File: config.mk
export PLATFORM = sky130hd
export DESIGN_NAME = multiword_addsub_seq
export DESIGN_NICKNAME = d
export VERILOG_FILES = /design/src/rtl/multiword_addsub_seq_pkg.sv /design/src/rtl/multiword_addsub_seq_csa.sv /design/src/rtl/multiword_addsub_seq.sv
export SDC_FILE = /design/constraint.sdc
export NUM_CORES = 1
export LEC_CHECK = 0
export BUFFER_PORTS_ARGS = -buffer_cell sky130_fd_sc_hd__buf_2
export CORE_MARGIN = 3
export CORE_UTILIZATION = 49
export DETAILED_ROUTE_END_ITERATION = 12
export PLACE_DENSITY = 0.76
export SYNTH_ARGS = -nofsm -noshare
export SYNTH_HDL_FRONTEND = slang
export SYNTH_SLANG_ARGS = --single-unit
File: constraint.sdc
create_clock -name clk -period 3.1 [get_ports clk]
set_clock_uncertainty 0.15 [all_clocks]
set_input_delay 0.465 -clock clk [delete_from_list [all_inputs] [get_ports clk]]
set_output_delay 0.465 -clock clk [all_outputs]
set_load 0.01 [all_outputs]
File: src/rtl/multiword_addsub_seq_pkg.sv
// Shared definitions for the multi-word add/subtract engine: FSM encoding,
// adder slice width and the slice-index width helper.
package multiword_addsub_seq_pkg;

   typedef enum logic [1:0] {
      ST_IDLE = 2'd0,
      ST_RUN  = 2'd1,
      ST_DONE = 2'd2
   } state_t;

   localparam int SLICE_W = 8;

   // Bits needed to index NSLICES slices; never less than one bit.
   function automatic int idx_w(input int n);
      return (n > 1) ? $clog2(n) : 1;
   endfunction

endpackage

File: src/rtl/multiword_addsub_seq_csa.sv
// 8-bit conditional-sum adder/subtractor. The upper half is computed for both
// possible carries and the lower-half carry selects between them.
// mode=1 subtracts by inverting y; the caller supplies cin=1 for the first slice.
module multiword_addsub_seq_csa
   import multiword_addsub_seq_pkg::*;
(
   input  logic [SLICE_W-1:0] x,
   input  logic [SLICE_W-1:0] y,
   input  logic               mode,
   input  logic               cin,
   output logic [SLICE_W-1:0] sum,
   output logic               cout
);

   localparam int HALF = SLICE_W / 2;

   logic [SLICE_W-1:0] w_y;
   logic [HALF:0]      w_lo;
   logic [HALF:0]      w_hi0;
   logic [HALF:0]      w_hi1;
   logic [HALF:0]      w_hi;

   assign w_y   = y ^ {SLICE_W{mode}};
   assign w_lo  = {1'b0, x[HALF-1:0]} + {1'b0, w_y[HALF-1:0]} + {{HALF{1'b0}}, cin};
   assign w_hi0 = {1'b0, x[SLICE_W-1:HALF]} + {1'b0, w_y[SLICE_W-1:HALF]};
   assign w_hi1 = {1'b0, x[SLICE_W-1:HALF]} + {1'b0, w_y[SLICE_W-1:HALF]} + {{HALF{1'b0}}, 1'b1};
   assign w_hi  = w_lo[HALF] ? w_hi1 : w_hi0;

   assign sum  = {w_hi[HALF-1:0], w_lo[HALF-1:0]};
   assign cout = w_hi[HALF];

endmodule

File: src/rtl/multiword_addsub_seq.sv
// Sequential multi-word add/subtract engine. Wide operands pass through one
// 8-bit adder slice per cycle, LSB first, with the carry chained in a register.
// Requests and results use valid/ready handshakes; one operation in flight.
module multiword_addsub_seq
   import multiword_addsub_seq_pkg::*;
#(
   parameter  int NSLICES = 4,
   localparam int WIDTH   = SLICE_W * NSLICES
)(
   input  logic             clk,
   input  logic             reset_n,
   input  logic             in_valid,
   output logic             in_ready,
   input  logic [WIDTH-1:0] a,
   input  logic [WIDTH-1:0] b,
   input  logic             sub,
   output logic             out_valid,
   input  logic             out_ready,
   output logic [WIDTH-1:0] result,
   output logic             carry_out,
   output logic             overflow,
   output logic             zero
);

   localparam int IDX_W = idx_w(NSLICES);
   localparam logic [IDX_W-1:0] LAST_IDX = IDX_W'(NSLICES - 1);

   state_t             r_state;
   state_t             w_next_state;
   logic [WIDTH-1:0]   r_a;
   logic [WIDTH-1:0]   r_b;
   logic               r_sub;
   logic [IDX_W-1:0]   r_idx;
   logic               r_carry;
   logic [WIDTH-1:0]   r_result;
   logic               r_carry_out;
   logic               r_overflow;
   logic               r_zero;

   logic [SLICE_W-1:0] w_x;
   logic [SLICE_W-1:0] w_y;
   logic [SLICE_W-1:0] w_sum;
   logic               w_cout;
   logic               w_last;
   logic               w_ovf;
   logic               w_zero;

   assign w_x    = r_a[r_idx*SLICE_W +: SLICE_W];
   assign w_y    = r_b[r_idx*SLICE_W +: SLICE_W];
   assign w_last = (r_idx == LAST_IDX);

   multiword_addsub_seq_csa u_csa (
      .x    (w_x),
      .y    (w_y),
      .mode (r_sub),
      .cin  (r_carry),
      .sum  (w_sum),
      .cout (w_cout)
   );

   // Flags for the final slice: overflow from operand/result sign bits, zero
   // from the already-written lower slices plus the slice being written now.
   assign w_ovf  = r_sub ? ((r_a[WIDTH-1] != r_b[WIDTH-1]) && (w_sum[SLICE_W-1] != r_a[WIDTH-1]))
                         : ((r_a[WIDTH-1] == r_b[WIDTH-1]) && (w_sum[SLICE_W-1] != r_a[WIDTH-1]));
   assign w_zero = (r_result[WIDTH-SLICE_W-1:0] == '0) && (w_sum == '0);

   // State register.
   always_ff @(posedge clk or negedge reset_n) begin
      // NOTE: non-blocking assignments keep every register updating from
      // pre-edge values, so process order never matters.
      if (!reset_n) r_state <= ST_IDLE;
      else          r_state <= w_next_state;
   end

   // Next-state and handshake outputs.
   always_comb begin
      // NOTE: defaults first so every path assigns every output; no latches.
      w_next_state = r_state;
      in_ready     = 1'b0;
      out_valid    = 1'b0;
      case (r_state)
         ST_IDLE: begin
            in_ready = 1'b1;
            if (in_valid) w_next_state = ST_RUN;
         end
         ST_RUN: begin
            if (w_last) w_next_state = ST_DONE;
         end
         ST_DONE: begin
            out_valid = 1'b1;
            if (out_ready) w_next_state = ST_IDLE;
         end
         default: w_next_state = ST_IDLE;
      endcase
   end

   // Operand capture, slice walk, result assembly and flag update.
   always_ff @(posedge clk or negedge reset_n) begin
      // NOTE: operand and result registers are reset as well, so an abort
      // leaves no stale state behind.
      if (!reset_n) begin
         r_a         <= '0;
         r_b         <= '0;
         r_sub       <= 1'b0;
         r_idx       <= '0;
         r_carry     <= 1'b0;
         r_result    <= '0;
         r_carry_out <= 1'b0;
         r_overflow  <= 1'b0;
         r_zero      <= 1'b0;
      end else begin
         case (r_state)
            ST_IDLE: begin
               if (in_valid) begin
                  r_a     <= a;
                  r_b     <= b;
                  r_sub   <= sub;
                  r_idx   <= '0;
                  r_carry <= sub;
               end
            end
            ST_RUN: begin
               r_result[r_idx*SLICE_W +: SLICE_W] <= w_sum;
               r_carry <= w_cout;
               if (w_last) begin
                  r_carry_out <= w_cout;
                  r_overflow  <= w_ovf;
                  r_zero      <= w_zero;
               end else begin
                  r_idx <= r_idx + 1'b1;
               end
            end
            default: ;
         endcase
      end
   end

   assign result    = r_result;
   assign carry_out = r_carry_out;
   assign overflow  = r_overflow;
   assign zero      = r_zero;

endmodule

## Word-level counts from Yosys, hierarchy flattened

Index checks and enable logic that the tools add are counted.

| word-level totals | value |
|---|---|
| bits of input ports | 69 |
| output and inout port bits | 37 |
| logic and storage cells | 57 |
| register bits | 105 |

| cells by class | value |
|---|---|
| shift-type cells | 4 |
| bitwise gates (word level) | 1 |
| reductions and logical operators | 12 |
| equality and inequality tests | 10 |
| muxes and demuxes | 14 |
| $add $sub $neg | 6 |

Operators by type and width:

| cell | count |
|---|---|
| variable part select 32 x 6 -> 8 bit | 2 |
| negation 5 -> 34 bit | 1 |
| variable shift 8 x 34 -> 32 bit, first input constant | 1 |
| variable part select 8 x 34 -> 32 bit | 1 |
| bitwise mux 32 bit | 1 |
| logical NOT 24 bit | 1 |
| adder 4 x 4 -> 5 bit | 2 |
| two-way mux 2 bit | 5 |
| logical NOT 8 bit | 1 |
| inequality test 2 bit, second input constant | 4 |
| XOR 8 bit | 1 |
| case mux 2 bit (3 select lines) | 1 |
| AND reduction 2 bit | 3 |
| AND reduction 3 bit | 2 |
| adder 5 x 1 -> 5 bit | 1 |
| adder 5 x 1 -> 5 bit, second input constant | 1 |
| two-way mux 5 bit | 1 |
| == test 2 bit, second input constant | 2 |
| two-way mux 1 bit | 4 |
| case mux 2 bit (2 select lines) | 1 |
| logical AND 1 bit | 3 |
| adder 2 x 1 -> 2 bit, second input constant | 1 |
| == test 2 x 1 -> 1 bit, second input constant | 1 |
| logical NOT 2 bit | 1 |
| 4 further kinds | 5 |

## Longest topological paths before layout

| depth | value |
|---|---|
| depth after elaboration | 8 |
| mapped depth | 12 |

## By module

From an unflattened synthesis, not the netlist that was laid out.

| second synthesis, totals | value |
|---|---|
| cells, all modules | 332 |
| area total of the unflattened synthesis | 4963.5 sq um |

By module, submodules not included:

| module | instances | area each (sq um) | cells each |
|---|---|---|---|
| multiword_addsub_seq | 1 | 4559.4 | 288 |
| multiword_addsub_seq_csa | 1 | 404.1 | 44 |

## Worst setup path before layout

No wires, ideal clock.

| timing path | value |
|---|---|
| kind | flip-flop to flip-flop |
| start | register r_idx[0] |
| end | register r_overflow (netlist: overflow) |
| setup time | 124 ps |
| data arrival time | 3137 ps |
| period minus slack after synthesis | 3411 ps |
| slack | -311 ps |
| path buffers | 1 |
| stages on the path, launching flop included | 12 |
| cells stage by stage | dfrtp_1 > buf_2 > mux4_2 > xnor2_1 > fa_1 > fa_1 > nor2b_1 > o21ai_1 > a21oi_2 > xnor2_2 > and3_1 > o31a_1 |

| between the ends | value |
|---|---|
| longest elaborated chain between the ends | 8 |
| elaborated cells between the ends (all ways) | 14 |
| those cells by class | add/sub: 4; eq/ne: 2; shift: 2; mux: 2; bitwise: 1; reduce/logical: 3 |

Ends and longest elaborated chain:

| what | line | source |
|---|---|---|
| start: declaration | multiword_addsub_seq.sv:33 | `logic [IDX_W-1:0] r_idx;` |
| start signal: assignment | multiword_addsub_seq.sv:130 | `r_idx <= r_idx + 1'b1;` |
| variable part select 32 x 6 -> 8 bit | multiword_addsub_seq.sv:49 | `assign w_y = r_b[r_idx*SLICE_W +: SLICE_W];` |
| XOR 8 bit | multiword_addsub_seq_csa.sv:23 | `assign w_y = y ^ {SLICE_W{mode}};` |
| adder 4 x 4 -> 5 bit, on equally long branches | multiword_addsub_seq_csa.sv:25, multiword_addsub_seq_csa.sv:26, multiword_addsub_seq_csa.sv:24 |  |
| adder 5 x 1 -> 5 bit, on equally long branches | multiword_addsub_seq_csa.sv:26, multiword_addsub_seq_csa.sv:24 |  |
| two-way mux 5 bit | multiword_addsub_seq_csa.sv:27 | `assign w_hi = w_lo[HALF] ? w_hi1 : w_hi0;` |
| inequality test 1 bit | multiword_addsub_seq.sv:63, multiword_addsub_seq.sv:64 |  |
| logical AND 1 bit, on equally long branches | multiword_addsub_seq.sv:64, multiword_addsub_seq.sv:63 |  |
| two-way mux 1 bit | multiword_addsub_seq.sv:63 | `assign w_ovf = r_sub ? ((r_a[WIDTH-1] != r_b[WIDTH-1]) && (w_sum[SLICE_W-1] != r_a[WIDTH-1]))` |
| end signal: assignment | multiword_addsub_seq.sv:127 | `r_overflow <= w_ovf;` |
| end: declaration | multiword_addsub_seq.sv:37 | `logic r_overflow;` |

Parallel ways exist; a longest one is shown, timed or not.
A chain may end at the register's enable or synchronous reset.

## Final worst setup path

Ends and elaborated chain as after synthesis.

==> results_dict.tcl <==
set metrics [dict create \
    vias_per_cell 5.41 \
    num_rows 35 \
    antenna_found_initial 0 \
    core_region_area_mm2 0.00946 \
    startpoint_type "flop" \
    max-cap-violations 0 \
    netlist.area_leader.share_pct 53.7 \
    cpPeakStageDelay_ns 0.51 \
    post_dp_cell_area_mm2 0.00572 \
    wl_um 11000 \
    synth.largest_area_cell "dfrtp_1" \
    clk_pin_slew_worst_paths_ns 0.11 \
    syn_nets 457 \
    wl_per_cell_um 17.2 \
    synth_edf_count 0 \
    vias 3448 \
    clk_latency_ns 0.37 \
    min_period_over_period_pct 102 \
    cts_buffer_depth 2 \
    multi_input_area_mm2 0.00223 \
    final_area_mm2 0.00606 \
    syn_inst 371 \
    cts_tree "done" \
    synth.most_common_cell "dfrtp_1" \
    synth_area_mm2 0.00489 \
    fin_ws_ns -0.0571 \
    portBuffers 105 \
    violations "setup timing" \
    die_area_mm2 0.0112 \
    dr.pass1.iters 5 \
    die_x_um 106 \
    start_util_pct 51.7 \
    worst_pin_slew_ns 0.645 \
    fill_cells 756 \
    grtUsageTotal_pct 20.4 \
    diodes 0 \
    required_ns 3.21 \
    area_delta_synth_final_pct 23.8 \
    relSlewSlack_pct 56.9 \
    fin_nets 589 \
    busiest_layer "met2" \
    place.gp.congestion 0.883 \
    layout-drive-gt1-share_pct 49.6 \
    grt_util_met2_pct 31.7 \
    grt_overflow_total 0 \
    cts.sinks 105 \
    cp_top_family "adder cells" \
    avgSynthCellArea_um2 13.2 \
    synth-seq-cells 105 \
    grt_pass1_vias 3474 \
    yosys_warnings 0 \
    htreeDepth 3 \
    crit_fanout 4 \
    grt_max_degree 69 \
    whs_ns 0.141 \
    drc 0 \
    dp_hpwl_um 8160 \
    cts_buffers 9 \
    synthArstFlopShare_pct 100 \
    rsz0062_at_grt "true" \
    critPathKind "flop to flop" \
    antenna_left 0 \
    endpoint_kind "flop" \
    synth_area_leaders "dfrtp_1 54%, mux2_2 15%, mux4_2 7.4%" \
    ios 106 \
    crit_path_cell_trace "buf_12, mux4_2, xnor2_2, fa_2, fa_2, nor2b_4, o21ai_4, a21oi_2, xnor2_2, and3_1, o31a_1" \
    drv_slew 0 \
    die_h_um 106 \
    cp.arrival_ns 3.27 \
    max_freq_mhz 317 \
    yosysSeqAreaShare_pct 53.7 \
    post-route-min-period_ns 3.16 \
    gr-usage-met3_pct 5.65 \
    grt_pass1_wl_um 17900 \
    synthFlopType "dfrtp_1" \
    setup-violations-final 6 \
    synth_common_cells "105 x dfrtp_1, 64 x mux2_2, 39 x nand2_1" \
    grtUsageMet1_pct 28.9 \
    yosysUniqueCellTypes 40 \
    hold_viol 0 \
    crit_slowest_cell "mux4_2" \
    status "finished, violations left" \
    clock-root-buffer "clkbuf_8" \
    holdCritPathClass "primary input to flop" \
    critPathBufInv 1 \
    drt_iter0_drc 162 \
    final-seq-area_mm2 0.00263 \
]
==> what timing repair did <==
item | 4_1_cts | 5_1_grt
setup buffers | 3 | 2
gates cloned | 0 | 0
pin swaps | 3 | 6
hold buffers | 1 | 0
gates resized for setup | 8 | 20
setup endpoints to repair | 9 | 20
endpoints found under the hold margin | 44 | 0
==> worst paths after layout <==
kind | startpoint | end | slack (ns) | depth (start not counted)
setup / recovery | r_idx[0] | overflow | -0.06 | 11
hold / removal | out_ready | r_state[1] | 0.14 | 2
setup reg to reg | r_idx[0] | overflow | -0.06 | 11
hold reg to reg | result[31] | result[31] | 0.34 | 2
max in group asynchronous | reset_n | r_a[28] | 1.58 | 3
min in group asynchronous | reset_n | r_b[3] | 0.49 | 2
==> per-stage QoR <==
stage	setup WS [ns]	std cells	TNS (ns)	utilization [%]
6_report	-0.0571	637	-0.150	64.0
2_1_floorplan	-0.0795	371	-0.199	-
3_5_place_dp	-0.0975	615	-0.464	60.5
4_1_cts	-0.0571	635	-0.102	63.1
5_1_grt	-0.195	637	-1.90	64.0
3_3_place_gp	-0.0246	615	-0.0381	60.5
==> cell type report <==
class	count	share of cell area, %
Timing Repair Buffer	134	13.1
Inverter	16	0.992
Multi-Input combinational cell	237	36.8
Sequential cell	105	43.4
Clock inverter	7	1.03
Tap cell	129	2.66
Clock buffer	9	2.05
==> metal layers <==
metal,wire length (um),vias up
met5,0,-
met4,134,0
met3,767,15
met2,5250,112
met1,4810,1728
li1,-,1593
==> cells by family (layout without fill, tap and decap cells) <==
logic type               after synthesis  in the layout  synth area share, %
flip-flops                           105            105                 53.7
buffers and inverters                 29            166                 2.74
adder cells (fa/ha/maj)               17             17                 4.81
multiplexers                          81             81                 22.3
XOR/XNOR                              17             17                 3.35
AND/OR/NAND/NOR                       73             73                 7.03
AO/OA/AOI/OAI                         49             49                 6.06
==> sequential cells by signal (all words and copies together) (netlist names) <==
name / cells
r_carry: 1
r_sub: 1
overflow: 1
r_idx: 2
r_a: 32
r_b: 32
result: 32
zero: 1
carry_out: 1
r_state: 2
==> placed cells by master (no fill, tap or decap), types with 5 or more instances in the layout <==
master	count
o21ai_0	24
dfrtp_1	105
buf_2	104
a22o_1	8
mux2_2	64
nand2_1	39
ha_1	12
clkbuf_8	9
buf_4	24
xnor2_2	6
mux4_2	16
xnor2_1	7
inv_1	14
nor2_1	5
Power is not shown: default switching activity piles up to over one toggle a cycle in this logic, so the estimate is an artifact.
